==> config.mk <==
export PLATFORM = sky130hd
export DESIGN_NAME = pkt_capture_stats_n
export DESIGN_NICKNAME = d
export VERILOG_FILES = /design/src/rtl/pkt_capture_stats_n.sv
export SDC_FILE = /design/constraint.sdc
export NUM_CORES = 2
export LEC_CHECK = 0
export BUFFER_PORTS_ARGS = -buffer_cell sky130_fd_sc_hd__buf_2
export CAP_MARGIN = 40
export CELL_PAD_IN_SITES_DETAIL_PLACEMENT = 0
export CELL_PAD_IN_SITES_GLOBAL_PLACEMENT = 1
export CORE_AREA = 2 2 427 429
export DETAILED_ROUTE_END_ITERATION = 6
export DIE_AREA = 0 0 429 431
export GPL_TIMING_DRIVEN = 0
export PLACE_DENSITY_LB_ADDON = 0.1
export SYNTH_ARGS = -nofsm -noshare
export SYNTH_HDL_FRONTEND = slang
export SYNTH_SLANG_ARGS = --single-unit
==> constraint.sdc <==
create_clock -name clk -period 8.5 [get_ports clk]
set_input_delay 0.85 -clock clk [delete_from_list [all_inputs] [get_ports clk]]
set_output_delay 0.85 -clock clk [all_outputs]
set_load 0.005 [all_outputs]
==> src/rtl/pkt_capture_stats_n.sv <==
// pkt_capture_stats_n: one-stage packet pipeline with per-port capture
// statistics. Words pass through with one cycle of latency. An IOQ module
// header selects the source port. That port may be dropped, which suppresses
// every word of the packet from the IOQ header onward. It may also be counted:
// packets, bytes, first and last timestamp.
// Optional feature: define PKT_CAPTURE_MINMAX_EN to track the minimum and
// maximum packet length per port. When it is undefined, min_len reads all
// ones and max_len reads zero.
module pkt_capture_stats_n #(
    parameter int                    DATA_WIDTH         = 64,
    parameter int                    CTRL_WIDTH         = DATA_WIDTH / 8,
    parameter int                    NUM_PORTS          = 4,
    parameter logic [CTRL_WIDTH-1:0] IO_QUEUE_STAGE_NUM = 8'hff,
    parameter logic [CTRL_WIDTH-1:0] TIMESTAMP_CTRL     = 8'hfe,
    parameter int                    BYTE_CNT_WIDTH     = 40,
    parameter int                    TIME_WIDTH         = 64
) (
    input  logic                               clk,
    input  logic                               reset,
    input  logic [DATA_WIDTH-1:0]              in_data,
    input  logic [CTRL_WIDTH-1:0]              in_ctrl,
    input  logic                               in_wr,
    output logic                               in_rdy,
    output logic [DATA_WIDTH-1:0]              out_data,
    output logic [CTRL_WIDTH-1:0]              out_ctrl,
    output logic                               out_wr,
    input  logic                               out_rdy,
    input  logic [NUM_PORTS-1:0]               enable,
    input  logic [NUM_PORTS-1:0]               drop,
    input  logic                               clear,
    output logic [NUM_PORTS*32-1:0]            pkt_cnt,
    output logic [NUM_PORTS*BYTE_CNT_WIDTH-1:0] byte_cnt,
    output logic [NUM_PORTS*TIME_WIDTH-1:0]    time_first,
    output logic [NUM_PORTS*TIME_WIDTH-1:0]    time_last,
    output logic [NUM_PORTS*16-1:0]            min_len,
    output logic [NUM_PORTS*16-1:0]            max_len
);

    localparam logic [CTRL_WIDTH-1:0] CTRL_ZERO = {CTRL_WIDTH{1'b0}};

    typedef enum logic [1:0] {
        ST_HDR     = 2'd0,
        ST_PAYLOAD = 2'd1,
        ST_DROP    = 2'd2
    } state_t;

    state_t                      state_r, state_nxt_s;
    logic [DATA_WIDTH-1:0]       out_data_r;
    logic [CTRL_WIDTH-1:0]       out_ctrl_r;
    logic                        out_wr_r;
    logic [15:0]                 src_s;
    logic [2:0]                  port_s;
    logic                        match_s, drop_sel_s, en_sel_s;
    logic                        is_ioq_s, is_ts_s, eop_s, hdr_drop_s;
    logic [2:0]                  port_r;
    logic [15:0]                 len_r;
    logic                        match_r, en_r, drop_r, hdr_valid_r;
    logic [TIME_WIDTH-1:0]       ts_r;
    logic                        ts_valid_r;
    logic                        upd_r, upd_ts_valid_r;
    logic [2:0]                  upd_port_r;
    logic [15:0]                 upd_len_r;
    logic [TIME_WIDTH-1:0]       upd_ts_r;
    logic [NUM_PORTS*32-1:0]             pkt_cnt_r;
    logic [NUM_PORTS*BYTE_CNT_WIDTH-1:0] byte_cnt_r;
    logic [NUM_PORTS*TIME_WIDTH-1:0]     time_first_r, time_last_r;
    logic [NUM_PORTS-1:0]                first_seen_r;

    // The header source field selects the port; only even sources that fall
    // inside the port range belong to a counted MAC port.
    assign src_s      = in_data[31:16];
    assign port_s     = src_s[3:1];
    assign match_s    = (src_s[0] == 1'b0) && ({1'b0, src_s[15:1]} < 16'(NUM_PORTS));
    assign is_ioq_s   = in_wr && (state_r == ST_HDR) && (in_ctrl == IO_QUEUE_STAGE_NUM);
    assign is_ts_s    = in_wr && (state_r == ST_HDR) && (in_ctrl == TIMESTAMP_CTRL);
    assign eop_s      = in_wr && (in_ctrl != CTRL_ZERO) &&
                        ((state_r == ST_PAYLOAD) || (state_r == ST_DROP));
    assign hdr_drop_s = is_ioq_s && match_s && drop_sel_s;

    assign in_rdy   = out_rdy;
    assign out_data = out_data_r;
    assign out_ctrl = out_ctrl_r;
    assign out_wr   = out_wr_r;

    // Pick the enable/drop bits that belong to the header's source port
    always_comb begin
        drop_sel_s = 1'b0;
        en_sel_s   = 1'b0;
        for (int p = 0; p < NUM_PORTS; p++) begin
            drop_sel_s = drop_sel_s | (drop[p]   & (port_s == 3'(p)));
            en_sel_s   = en_sel_s   | (enable[p] & (port_s == 3'(p)));
        end
    end

    // Parser next-state: first ctrl==0 word opens the payload, EOP closes it
    always_comb begin
        state_nxt_s = state_r;
        case (state_r)
            ST_HDR: begin
                if (in_wr && (in_ctrl == CTRL_ZERO)) begin
                    state_nxt_s = drop_r ? ST_DROP : ST_PAYLOAD;
                end else begin
                    state_nxt_s = ST_HDR;
                end
            end
            ST_PAYLOAD, ST_DROP: begin
                if (eop_s) begin
                    state_nxt_s = ST_HDR;
                end else begin
                    state_nxt_s = state_r;
                end
            end
            default: state_nxt_s = ST_HDR;
        endcase
    end

    // Parser state plus header fields that stay fixed for the whole packet
    always_ff @(posedge clk) begin
        if (!reset) begin
            state_r     <= ST_HDR;
            port_r      <= 3'd0;
            len_r       <= 16'd0;
            match_r     <= 1'b0;
            en_r        <= 1'b0;
            drop_r      <= 1'b0;
            hdr_valid_r <= 1'b0;
            ts_r        <= {TIME_WIDTH{1'b0}};
            ts_valid_r  <= 1'b0;
        end else begin
            state_r <= state_nxt_s;
            if (is_ioq_s) begin
                port_r      <= port_s;
                len_r       <= in_data[15:0];
                match_r     <= match_s;
                en_r        <= en_sel_s;
                drop_r      <= match_s && drop_sel_s;
                hdr_valid_r <= 1'b1;
            end else if (eop_s) begin
                drop_r      <= 1'b0;
                hdr_valid_r <= 1'b0;
            end
            if (is_ts_s) begin
                ts_r       <= in_data[TIME_WIDTH-1:0];
                ts_valid_r <= 1'b1;
            end else if (eop_s) begin
                ts_valid_r <= 1'b0;
            end
        end
    end

    // One-cycle pass-through register; words of a dropped packet lose out_wr
    always_ff @(posedge clk) begin
        if (!reset) begin
            out_data_r <= {DATA_WIDTH{1'b0}};
            out_ctrl_r <= CTRL_ZERO;
            out_wr_r   <= 1'b0;
        end else begin
            out_wr_r <= in_wr && !drop_r && !hdr_drop_s;
            if (in_wr) begin
                out_data_r <= in_data;
                out_ctrl_r <= in_ctrl;
            end
        end
    end

    // Capture the update request at EOP; a clear in that cycle discards it
    always_ff @(posedge clk) begin
        if (!reset) begin
            upd_r          <= 1'b0;
            upd_port_r     <= 3'd0;
            upd_len_r      <= 16'd0;
            upd_ts_r       <= {TIME_WIDTH{1'b0}};
            upd_ts_valid_r <= 1'b0;
        end else begin
            upd_r          <= eop_s && hdr_valid_r && match_r && en_r && !clear;
            upd_port_r     <= port_r;
            upd_len_r      <= len_r;
            upd_ts_r       <= ts_r;
            upd_ts_valid_r <= ts_valid_r;
        end
    end

    // Per-port counters and timestamps; clear beats a coincident update
    always_ff @(posedge clk) begin
        if (!reset || clear) begin
            pkt_cnt_r    <= {(NUM_PORTS*32){1'b0}};
            byte_cnt_r   <= {(NUM_PORTS*BYTE_CNT_WIDTH){1'b0}};
            time_first_r <= {(NUM_PORTS*TIME_WIDTH){1'b0}};
            time_last_r  <= {(NUM_PORTS*TIME_WIDTH){1'b0}};
            first_seen_r <= {NUM_PORTS{1'b0}};
        end else if (upd_r) begin
            for (int p = 0; p < NUM_PORTS; p++) begin
                if (upd_port_r == 3'(p)) begin
                    pkt_cnt_r[p*32 +: 32] <= pkt_cnt_r[p*32 +: 32] + 32'd1;
                    byte_cnt_r[p*BYTE_CNT_WIDTH +: BYTE_CNT_WIDTH] <=
                        byte_cnt_r[p*BYTE_CNT_WIDTH +: BYTE_CNT_WIDTH] + BYTE_CNT_WIDTH'(upd_len_r);
                    if (upd_ts_valid_r) begin
                        time_last_r[p*TIME_WIDTH +: TIME_WIDTH] <= upd_ts_r;
                        if (!first_seen_r[p]) begin
                            time_first_r[p*TIME_WIDTH +: TIME_WIDTH] <= upd_ts_r;
                            first_seen_r[p] <= 1'b1;
                        end
                    end
                end
            end
        end
    end

    assign pkt_cnt    = pkt_cnt_r;
    assign byte_cnt   = byte_cnt_r;
    assign time_first = time_first_r;
    assign time_last  = time_last_r;

`ifdef PKT_CAPTURE_MINMAX_EN
    logic [NUM_PORTS*16-1:0] min_len_r, max_len_r;

    // Running minimum and maximum packet length per port
    always_ff @(posedge clk) begin
        if (!reset || clear) begin
            min_len_r <= {NUM_PORTS{16'hffff}};
            max_len_r <= {NUM_PORTS{16'h0000}};
        end else if (upd_r) begin
            for (int p = 0; p < NUM_PORTS; p++) begin
                if (upd_port_r == 3'(p)) begin
                    if (upd_len_r < min_len_r[p*16 +: 16]) begin
                        min_len_r[p*16 +: 16] <= upd_len_r;
                    end
                    if (upd_len_r > max_len_r[p*16 +: 16]) begin
                        max_len_r[p*16 +: 16] <= upd_len_r;
                    end
                end
            end
        end
    end

    assign min_len = min_len_r;
    assign max_len = max_len_r;
`else
    assign min_len = {NUM_PORTS{16'hffff}};
    assign max_len = {NUM_PORTS{16'h0000}};
`endif

endmodule

Word level (Yosys, flattened, before mapping)
Cells that the tools add are included.
W data, S select, Z words.

storage, ports and cells
  output and inout port bits = 1002
  input bits = 85
  flip-flop bits (word level) = 1052

operators by class
  mux-type cells = 8
  bitwise operators = 19
  $add $sub $neg = 8
  equal/unequal tests = 11
  reductions and logical operators = 42
  order comparisons = 1

operators with widths
  cell                     count
  $add A40 B16 Y40         4
  $add A32 B1 Y32 const B  4
  $eq A8 B8 Y1 const B     2
  $logic_and A1 B1 Y1      16
  $reduce_and A4 Y1        4
  $lt A15 B3 Y1 const B    1
  $eq A3 B2 Y1 const B     4
  $reduce_and A3 Y1        4
  $and A1 B1 Y1            8
  $logic_not A8 Y1         1
  $reduce_and A2 Y1        4
  $reduce_bool A8 Y1       1
  $eq A3 B1 Y1 const B     2
  $logic_not A3 Y1         2
  $mux W2                  3
  $or A1 B1 Y1             6
  $not A1 Y1               5
  $logic_not A1 Y1         4
  $mux W1                  4
  $pmux W2 S2              1
  $reduce_bool A2 Y1       2
  $eq A2 B1 Y1 const B     1
  $eq A2 B2 Y1 const B     1
  $logic_not A2 Y1         1
  3 further kinds          4

Logic depth before layout (Yosys ltp)
  word-level depth = 8
  gate-level depth with buffers = 11

Least setup slack after synthesis
OpenSTA, ideal clock, no wires.

  kind = register to register
  from = register upd_len_r[1]
  to = register byte_cnt_r[79], in the netlist byte_cnt[79]
  stages on the path, launching flop included = 11
  data required time = 8428 ps
  setup time = 72 ps
  path buffers = 1
  clock period less this slack = 2844 ps
  setup slack = 5656 ps
  arrival time = 2773 ps
  cell sequence = dfxtp_1 ha_1 a211oi_1 o21bai_1 a41oi_1 o21ai_0 a311oi_1 clkbuf_1 nor3_1 nand4_1 mux2i_1

on the way
  word-level cells in the longest chain between the ends = 1

RTL lines
  what                            line  source
  start: declaration              62    logic [15:0] upd_len_r;
  start signal: assignment        177   upd_len_r <= len_r;
  $add A40 B16 Y40                196   byte_cnt_r[p*BYTE_CNT_WIDTH +: BYTE_CNT_WIDTH] + BYTE_CNT_WIDTH'(upd_len_r);
  end signal: assignment          187   byte_cnt_r <= {(NUM_PORTS*BYTE_CNT_WIDTH){1'b0}};
  end signal: indexed assignment  195   byte_cnt_r[p*BYTE_CNT_WIDTH +: BYTE_CNT_WIDTH] <=
  end: declaration                65    logic [NUM_PORTS*BYTE_CNT_WIDTH-1:0] byte_cnt_r;

Every way passes these cells.
A chain may end at the register's enable or synchronous reset.

Final worst setup path
  from = register upd_len_r[1]
  to = register byte_cnt_r[149], in the netlist byte_cnt[149]

Same word-level chain as after synthesis.

==> results.py <==
metrics = {
    "logic_synthesis": {
        "synth_area_leaders": "dfxtp_1 (51%), nand2_1 (12%), a21oi_1 (8.4%), buf_4 (3.4%), xor2_1 (3.0%)",
        "async_reset_ff_frac": 0,
        "ys_ff_latch": 1052,
        "synth.most_common_cell": "nand2_1",
        "synthTopCellsByCount": "nand2_1 (1362), dfxtp_1 (1052), a21oi_1 (700), nor2_1 (323), clkbuf_1 (260)",
        "syn_area_per_cell_um2": 8.28,
        "yosys.area.top_type": "dfxtp_1",
        "ys_warn_count": 0,
        "ys_types": 68,
        "synthCells": 5032,
        "yosysSeqAreaShare": 0.505,
        "syn_area_mm2": 0.0417,
        "synth-edff-count": 0,
        "synth_top_area_frac": 0.505,
        "synth_flop_cell": "dfxtp_1",
    },
    "finish": {
        "drive_above_1_share": 0.222,
        "layout.nets": 6457,
        "area_growth_pct": 32.0,
        "stdcell_area_mm2": 0.0550,
    },
    "global_routing": {
        "grt_start_max_net_pins": 17,
        "track_usage": 0.222,
        "gr-total-overflow": 0,
        "antenna_found_initial": 21,
        "grt_first_pass_wirelength_mm": 292,
        "grt_pass1_vias": 37000,
    },
    "flow_run": {
        "maxCapViolCount": 0,
    },
    "placed_design": {
        "place.gp.congestion": 0.848,
        "numPortBuffers": 956,
        "place_area_mm2": 0.0506,
        "pre_cts_slack_ns": 4.60,
        "dp_hpwl_mm": 167,
    },
    "clocking": {
        "worst_skew_pair.late_latency_ns": 0.80,
        "cts_sinks": 1052,
        "cts_buffers": 135,
        "cts.clk_slew.worst_paths_ns": 0.06,
        "cts_resized": 0,
        "cts_tree": "built",
        "clockBufferDepth": 3,
        "cts_setup_buffers": 0,
        "cts_hold_buf": 0,
        "cts_root_buffer": "clkbuf_16",
        "htreeDepth": 4,
    },
    "floorplanning": {
        "boundaryPins": 1087,
        "die-area_mm2": 0.185,
        "fp.dieH_um": 431,
        "die-width_um": 429,
        "core.rowCount": 156,
        "core_area_mm2": 0.180,
        "start_util": 0.231,
    },
    "power_and_ir_drop": {
        "power.density_mw_per_mm2": 202,
        "vdd_drop_max_mv": 0.132,
        "leakagePower_nw": 23.3,
    },
    "setup_path": {
        "crit_path_end_kind": "flop",
        "critical_path.slowest_cell": "a221oi_1",
        "path_max_fanout": 10,
        "cp.required_ns": 9.16,
        "start_kind": "flop",
        "criticalPathCategory": "flop to flop",
        "r2r-end": "byte_cnt[149]",
        "reg2reg_slack_ns": 4.65,
        "cp.buffers_inverters": 1,
        "cp_cell_sequence": "ha_1 -> a211oi_1 -> nor2_1 -> a211oi_1 -> o31ai_1 -> a221oi_1 -> clkbuf_1 -> nand4b_1 -> xor2_1 -> nor2_1",
        "cpLargestDelayFamily": "compound AO/OA/AOI/OAI gates",
        "arrival_ns": 4.51,
        "reg2reg_depth": 10,
        "slowest_delay_ns": 0.82,
        "r2r_start": "upd_len_r[1]",
    },
    "route": {
        "antenna_left": 0,
        "vias_per_cell": 4.40,
        "drtIter0Drc": 2186,
        "first_pass_iters": 7,
        "detail_route.wl_per_cell_um": 24.2,
        "drt_wl_total_mm": 213,
        "drc": 0,
        "dr_total_vias": 38600,
    },
    "min_path": {
        "min_path_cells": 3,
        "holdCritPathClass": "primary input to flop",
        "hp-start": "in_data[34]",
        "min_to": "ts_r[34]",
    },
    "timing": {
        "slew_headroom": 0.381,
        "max_freq_ghz": 0.260,
        "finalCritPeriodShare": 0.453,
        "drv_slew": 0,
        "worst_clock_skew_ns": 0.0343,
        "setup_ws_ns": 4.65,
        "setup_viol": 0,
        "rsz0062_at_grt": "no",
        "worst_slew_pin_slew_ns": 0.928,
        "hold_viol_final": 0,
        "setup_tns_ns": 0,
        "finalCriticalPeriod_ns": 3.85,
    },
    "status": {
        "status": "finished, final reports clean",
    },
}
## sequential cells by signal (all words and copies together), names as in the netlist, 3 cells and up
| name | count |
|---|---|
| time_last | 256 |
| upd_len_r | 16 |
| time_first | 256 |
| out_data | 64 |
| ts_r | 64 |
| first_seen_r | 4 |
| len_r | 16 |
| byte_cnt | 160 |
| port_r | 3 |
| upd_ts_r | 64 |
| out_ctrl | 8 |
| pkt_cnt | 128 |
| upd_port_r | 3 |
## power breakdown
part | leakage [nW] | total (mW) | switching (mW) | internal (mW)
registers | 8.48 | 4.96 | 0.0106 | 4.95
clock network | 2.15 | 5.81 | 2.41 | 3.40
logic | 12.7 | 0.348 | 0.229 | 0.119
total | 23.3 | 11.1 | 2.65 | 8.48
## layer usage
metal  global-route usage  vias to the layer above  routed length [um]
met3               0.0470                      272               10900
met5                    0                        -                  13
met2                0.376                     1055              102000
met4                0.110                        2               11200
li1                     -                    18800                   -
met1                0.265                    18500               88500
## stage by stage
stage / std cells / total power [mW] / hold WS, ns / util
2_1_floorplan: 5158 / 5.24 / 0.405 / -
3_3_place_gp: 8484 / 5.41 / 0.413 / 0.277
3_5_place_dp: 8532 / 5.43 / 0.420 / 0.281
4_1_cts: 8762 / 11.3 / 0.243 / 0.305
5_1_grt: 8764 / 11.5 / 0.295 / 0.305
6_report: 8767 / 11.1 / 0.333 / 0.305
## kinds of logic (layout without fill, tap and decap cells)
kind of cell / after synthesis / count (layout) / synth area share
AOI/OAI and AO/OA: 884 / 884 / 0.115
xor gates and xnor gates: 238 / 238 / 0.0500
adders and majority gates: 73 / 73 / 0.0226
buffers and inverters: 567 / 1801 / 0.0682
DFF: 1052 / 1052 / 0.505
muxes: 74 / 74 / 0.0184
other: 2 / 133 / 0.000180
and+or+nand+nor: 2142 / 2142 / 0.220
## worst min-delay path, stage by stage
cell and delay (ns):
buf_2 0.09, nor2_1 0.04, a21oi_1 0.09
## cell type report
| class | count | area, um2 |
|---|---|---|
| diodes | 5 | 12.5 |
| plain buffers | 476 | 2510 |
| clock buffers | 196 | 3930 |
| clock inverters | 34 | 467 |
| fillers | 19600 | 125000 |
| inverters | 91 | 342 |
| multi-input cells | 3539 | 18300 |
| flip-flops and latches | 1052 | 21100 |
| well taps | 2370 | 2970 |
| repair buffers | 1004 | 5430 |
## layout by cell type, fill, tap and decap left out, types with 49 or more instances in the layout
cell type | synthesis | final
nand2_1 | 1362 | 1362
nand3_1 | 85 | 85
ha_1 | 69 | 69
mux2i_1 | 72 | 72
o21ai_0 | 49 | 49
xnor2_1 | 96 | 96
buf_4 | 188 | 189
nand4_1 | 51 | 51
clkbuf_16 | 0 | 137
nor2_1 | 323 | 319
dfxtp_1 | 1052 | 1052
conb_1 | 2 | 128
a21oi_1 | 700 | 700
buf_2 | 0 | 957
nor2b_1 | 81 | 81
inv_1 | 91 | 91
and3_1 | 54 | 54
xor2_1 | 142 | 142
clkbuf_1 | 260 | 285
## how the worst max path moves through the flow
stage	from	endpoint	slack (ns)	cells after the start
after global placement	upd_r	time_first[171]	0.79	7
final	upd_len_r[1]	byte_cnt[149]	4.65	10
after global routing	upd_len_r[1]	byte_cnt[149]	4.38	10
after detailed placement	upd_r	time_first[177]	4.60	9
after floorplan	upd_len_r[1]	byte_cnt[79]	5.66	10
after CTS	upd_r	time_first[177]	4.59	9
Power figures use the tool's default switching activity.
